### src/rtl/alu_pkg.sv
// Shared encodings for the sequential add/subtract block.
package alu_pkg;

   // Controller states of the chunked add/subtract sequencer
   typedef enum logic [1:0] {
      IDLE = 2'd0,
      CALC = 2'd1,
      DONE = 2'd2
   } state_t;

   // Operation select encodings
   localparam logic OP_ADD = 1'b0;
   localparam logic OP_SUB = 1'b1;

endpackage

### src/rtl/add_chunk.sv
// Combinational CHUNK-bit ripple adder with carry-in.
// Also exposes the carry into the slice MSB for signed-overflow detection.
module add_chunk #(
   parameter int CHUNK = 4
) (
   input  logic [CHUNK-1:0] a,
   input  logic [CHUNK-1:0] b,
   input  logic             cin,
   output logic [CHUNK-1:0] sum,
   output logic             cout,
   output logic             cmsb
);

   logic [CHUNK:0] cv;

   // Ripple the carry from bit 0 upward, one full adder per bit
   always_comb begin
      cv    = '0;
      sum   = '0;
      cv[0] = cin;
      for (int unsigned i = 0; i < CHUNK; i++) begin
         sum[i]  = a[i] ^ b[i] ^ cv[i];
         cv[i+1] = (a[i] & b[i]) | (a[i] & cv[i]) | (b[i] & cv[i]);
      end
      cmsb = cv[CHUNK-1];
      cout = cv[CHUNK];
   end

endmodule

### src/rtl/addsub_seq.sv
// Sequential signed add/subtract: processes CHUNK bits per cycle, LSB slice
// first, with a ready/valid handshake on both the operand and result sides.
module addsub_seq
   import alu_pkg::*;
#(
   parameter int WIDTH = 8,
   parameter int CHUNK = 4
) (
   input  logic             clk,
   input  logic             rst_n,
   input  logic             in_valid,
   output logic             in_ready,
   input  logic [WIDTH-1:0] a,
   input  logic [WIDTH-1:0] b,
   input  logic             op,
   output logic             out_valid,
   input  logic             out_ready,
   output logic [WIDTH-1:0] s,
   output logic             cout,
   output logic             ovf,
   output logic             zero
);

   localparam int NCHUNK = (CHUNK > 0) ? (WIDTH / CHUNK) : 1;
   localparam int IDXW   = (NCHUNK > 1) ? $clog2(NCHUNK) : 1;
   localparam logic [IDXW-1:0] LAST = IDXW'(NCHUNK - 1);

   // Reject geometries that cannot be split into whole slices
   generate
      if (CHUNK < 1) begin : g_bad_chunk
         $error("addsub_seq: CHUNK must be at least 1");
      end else if ((WIDTH % CHUNK) != 0) begin : g_bad_width
         $error("addsub_seq: WIDTH must be a multiple of CHUNK");
      end
   endgenerate

   state_t            state;
   logic [WIDTH-1:0]  a_r;
   logic [WIDTH-1:0]  b_r;
   logic              carry;
   logic [IDXW-1:0]   idx;

   int unsigned       off;
   logic [CHUNK-1:0]  a_sl;
   logic [CHUNK-1:0]  b_sl;
   logic [CHUNK-1:0]  sum_sl;
   logic              c_out;
   logic              c_msb;
   logic [WIDTH-1:0]  s_next;

   // Select the operand slices addressed by the chunk index
   always_comb begin
      off  = 32'(idx) * CHUNK;
      a_sl = a_r[off +: CHUNK];
      b_sl = b_r[off +: CHUNK];
   end

   add_chunk #(
      .CHUNK (CHUNK)
   ) u_add_chunk (
      .a    (a_sl),
      .b    (b_sl),
      .cin  (carry),
      .sum  (sum_sl),
      .cout (c_out),
      .cmsb (c_msb)
   );

   // Result with the current slice merged in; lets zero be decided on the last edge
   always_comb begin
      s_next             = s;
      s_next[off +: CHUNK] = sum_sl;
   end

   // Handshake controller and datapath registers
   always_ff @(posedge clk or negedge rst_n) begin
      if (!rst_n) begin
         state     <= IDLE;
         in_ready  <= 1'b1;
         out_valid <= 1'b0;
         s         <= '0;
         cout      <= 1'b0;
         ovf       <= 1'b0;
         zero      <= 1'b0;
         carry     <= 1'b0;
         idx       <= '0;
         a_r       <= '0;
         b_r       <= '0;
      end else begin
         case (state)
            IDLE: begin
               if (in_valid) begin
                  // Subtraction is A + ~B + 1: invert B here, seed carry with op
                  a_r      <= a;
                  b_r      <= (op == OP_SUB) ? ~b : b;
                  carry    <= op;
                  idx      <= '0;
                  in_ready <= 1'b0;
                  state    <= CALC;
               end
            end
            CALC: begin
               s     <= s_next;
               carry <= c_out;
               if (idx == LAST) begin
                  cout      <= c_out;
                  ovf       <= c_msb ^ c_out;
                  zero      <= (s_next == '0);
                  out_valid <= 1'b1;
                  state     <= DONE;
               end else begin
                  idx <= idx + 1'b1;
               end
            end
            DONE: begin
               if (out_ready) begin
                  out_valid <= 1'b0;
                  in_ready  <= 1'b1;
                  state     <= IDLE;
               end
            end
            default: begin
               out_valid <= 1'b0;
               in_ready  <= 1'b1;
               state     <= IDLE;
            end
         endcase
      end
   end

endmodule

### config.mk
export PLATFORM = sky130hd
export DESIGN_NAME = addsub_seq
export DESIGN_NICKNAME = d
export VERILOG_FILES = /design/src/rtl/alu_pkg.sv /design/src/rtl/add_chunk.sv /design/src/rtl/addsub_seq.sv
export SDC_FILE = /design/constraint.sdc
export NUM_CORES = 1
export LEC_CHECK = 0
export ABC_AREA = 1
export BUFFER_PORTS_ARGS = -buffer_cell sky130_fd_sc_hd__buf_4
export CAP_MARGIN = 20
export CORE_UTILIZATION = 40
export CTS_CLUSTER_SIZE = 12
export DETAILED_ROUTE_END_ITERATION = 16
export GPL_TIMING_DRIVEN = 0
export PLACE_DENSITY = 0.66
export SETUP_SLACK_MARGIN = 0.05
export SLEW_MARGIN = 40
export SYNTH_ARGS = -nofsm -noshare
export SYNTH_HDL_FRONTEND = slang
export SYNTH_SLANG_ARGS = --single-unit
export TNS_END_PERCENT = 20
### constraint.sdc
create_clock -name clk -period 3.93 [get_ports clk]
set_input_delay 0.1965 -clock clk [delete_from_list [all_inputs] [get_ports clk]]
set_output_delay 0.1965 -clock clk [all_outputs]
set_load 0.02 [all_outputs]
==> summary.txt <==
GRT
  • Total routing resource utilization after global routing: 16.76%
  • Pin count of the biggest net entering global routing: 34
  • Via count of the first global-routing pass: 1204
  • Sum of overflow across all layers after global routing: 0
  • Number of antenna violations at the first check in global routing: 0
  • Wire length of the first global-routing pass: 5.319 mm

Cells and area
  • Final core utilization: 51.99%
  • Post-Layout Inst Area: 2095 um^2
  • Number of nets in the layout: 255
  • Count of fill cells added during filler insertion: 410
  • Inserted Diodes: 0
  • Most common cell after layout, fill and taps aside: nand2_1
  • Fraction of final layout cells sized beyond drive strength 1: 29.00%
  • Layout overhead on the synthesized area: 23.27%
  • Commonest cells after routing, fill and taps aside: nand2_1 (78), buf_4 (34), dfrtp_1 (32)

Timing
  • Total count of max-transition violations in the final report: 0
  • Maximum clock frequency: 0.3178 GHz
  • Minimum setup slack in the final design: 783.1 ps
  • Tightest slew margin relative to the limit: 72.31%
  • Final Setup Violations: 0
  • Clock skew after layout: 6.237 ps
  • Total negative slack: 0 ps
  • Shortest clock period the worst path allows after layout: 3147 ps
  • Count of final hold-check violations: 0
  • Period utilisation layout: 80.07%
  • RSZ-0062 raised after global routing: no
  • Worst-margin pin slew: 415.4 ps

Critical path
  • Capturing element of the worst setup path: zero
  • Number of buffer and inverter instances along the worst setup path: 3
  • RR Startpoint: idx
  • Required time of the critical path: 4110 ps
  • Library cell appearing most often on the critical path: nand2_1
  • Maximum net fanout on the critical path: 10
  • WS Path Type: flop to flop
  • Largest delay contributor family on the critical path: adder cells
  • Critical R2R Capture: zero
  • Stages on the worst setup path: 15
  • Launch point of the worst path: idx
  • Flop-to-flop setup slack: 780 ps
  • Data arrival time of the worst path: 3330 ps
  • Startpoint type of the worst setup path: flop
  • Biggest cell delay along the critical path: 440 ps
  • Worst R2R Path Depth: 15
  • Critical path's slowest cell: fa_1
  • Critical Path, Cell by Cell: buf_6, buf_2, nand2_1, o21ai_0, fa_1, fa_1, fa_1, inv_1, fa_1, nand2_1, nand2_1, nand2_1, nor2_1, nand2_1, nand2_1
  • Type of element capturing the critical path: flop

Logic synthesis
  • Area share of xor/xnor cells in the synthesized design: 4.639%
  • Adder and majority gate portion of the synthesized area: 4.713%
  • Dominant combinational cell family by area after synthesis: simple AND/OR/NAND/NOR gates
  • Syn_area_per_cell: 8.943 um^2
  • Area of the mapped netlist: 1699 um^2
  • Post-synthesis sequential area ratio: 48.67%
  • Post-synthesis simple-gate area fraction: 23.42%
  • Portion of netlist area occupied by mux cells: 1.178%
  • Synth Net Count: 215
  • Synthesized-area fraction occupied by ao, oa, aoi and oai cells: 9.131%
  • Total of flip-flops plus latches after synthesis: 33
  • Instance count of the mapped netlist: 190
  • Distinct cell type count of the synthesized netlist: 25
  • Yosys warning count: 0

Pwr
  • Net load switching power: 863.5 uW
  • Internal power: 1072 uW
  • Worst IR Drop VDD: 369.7 uV
  • Power density over the cells: 924.2 nW/um^2
  • Leakage power: 0.001072 uW
  • Clock power share: 12.6%
  • Total power consumption of the routed design: 1936 uW
  • Combinational cell fraction of total power: 56.5%
  • Switching share of total power: 44.61%
  • Share of power burned in registers: 30.9%

Route
  • Number of nets still failing antenna checks after routing: 0
  • Routed wire length: 3.205 mm
  • Post-DR vias/cell: 4.665
  • Average wire per standard cell: 11.41 um
  • First-iteration detailed-routing DRC count: 51
  • Remaining routing DRC violations: 0
  • Pre-antenna DRT Iters: 4
  • Via count: 1311

Clock network
  • Cts bufs inserted: 5
  • Postcts setup bufs: 0
  • Root buffer selected by CTS: clkbuf_8
  • Number of H-tree levels: 2
  • Number of clock sinks: 33
  • CTS Buffer Depth: 2
  • Clock-pin slew on the worst setup and hold paths: 70 ps
  • CTS tree: done
  • Clock Latency Late Sink: 290 ps

Floorplanning
  • Number of I/O pins: 34
  • Std cell rows: 23
  • Die Span Y: 67.18 um
  • Horizontal die dimension: 67.18 um
  • Die area: 4512 um^2
  • Initial cell density of the core: 42.17%
  • Area of the core: 4029 um^2

Run status
  • Outcome: complete, no violations

Place
  • HPWL Detailed: 2.350 mm
  • Post-placement cell area: 2002 um^2
  • Post-placement worst setup slack: 732.4 ps
  • Final weighted congestion in routability-driven placement: 0.8122
  • Number of input and output port buffers inserted: 32

Flow run
  • Max-cap check violation count: 0

Worst hold path
  • Type of the worst min-delay path: input pin to flop
power by group through the flow:
| stage | combinational, uW | sequential (uW) | clock (uW) |
|---|---|---|---|
| 2_1_floorplan | 756 | 660 | 0 |
| 3_3_place_gp | 1080 | 601 | 0 |
| 3_5_place_dp | 1110 | 603 | 0 |
| 4_1_cts | 1110 | 598 | 252 |
| 5_1_grt | 1230 | 616 | 267 |
| 6_report | 1090 | 598 | 243 |
state kept, by name, indices dropped and copies added (netlist names):
signal,cells
out_valid,1
s,8
zero,1
in_ready,1
idx,1
carry,1
ovf,1
cout,1
a_r,8
b_r,8
state,2
through the flow:
stage | std cells | hold WS [ps]
after floorplan | 190 | -99.09
after global placement | 272 | 167.2
after detailed placement | 272 | 165.0
after CTS | 281 | 87.01
after global routing | 281 | 108.1
final | 281 | 95.88
cells in the mapped netlist, drive strengths merged:
master / count / area share, %
nand2: 81 / 18
a21oi: 1 / 0.52
buf: 8 / 4.3
nand4: 1 / 0.37
o21ai: 21 / 7.3
o211ai: 2 / 0.88
xnor2: 8 / 4.1
xor2: 1 / 0.52
dfstp: 1 / 1.5
inv: 16 / 4.0
fa: 4 / 4.7
nor2: 8 / 3.1
nand3: 3 / 1.6
mux2i: 2 / 1.2
dfrtp: 32 / 47
o21a: 1 / 0.44
cells by family after synthesis:
group                    after synthesis
multiplexers                           2
AND/OR/NAND/NOR                       93
buffers and inverters                 24
adder cells (fa/ha/maj)                4
XOR/XNOR                               9
AO/OA/AOI/OAI                         25
flip-flops                            33
how the worst min path moves through the flow:
stage / depth (start not counted) / end / from
finish: 3 / a_r[2] / a[2]
global route: 3 / a_r[6] / a[6]
CTS: 3 / a_r[6] / a[6]
detailed placement: 1 / zero / rst_n
global placement: 1 / s[1] / rst_n
floorplan: 0 / a_r[0] / rst_n
worst register-to-register path, cell delays in order (launching register included):
cell,delay [ps]
dfrtp_1,370
buf_6,140
buf_2,190
nand2_1,70
o21ai_0,110
fa_1,440
fa_1,410
fa_1,420
inv_1,90
fa_1,440
nand2_1,90
nand2_1,60
nand2_1,60
nor2_1,40
nand2_1,50
nand2_1,40
metal layers:
metal | vias to the layer above | wire length [um] | global-route usage, %
met5 | - | 0 | 0
met4 | 0 | 83 | 10.37
met3 | 7 | 140 | 4.223
met2 | 32 | 1552 | 27.75
met1 | 607 | 1427 | 19.31
li1 | 665 | - | -
final cells by class:
class	count	area, um^2	area share [%]
flip-flops and latches	33	827.0	39.49
multi-input cells	133	732.0	34.95
well taps	50	62.56	2.987
inverters	16	67.56	3.226
clock buffers	6	72.57	3.465
clock inverters	2	10.01	0.4779
plain buffers	8	72.57	3.465
repair buffers	33	250.2	11.95
repair_timing:
action	CTS	global route
hold buffers	1	0
gates resized for setup	0	0
hold endpoints to repair	32	0
Note: power is estimated with default switching activity, not from simulation.
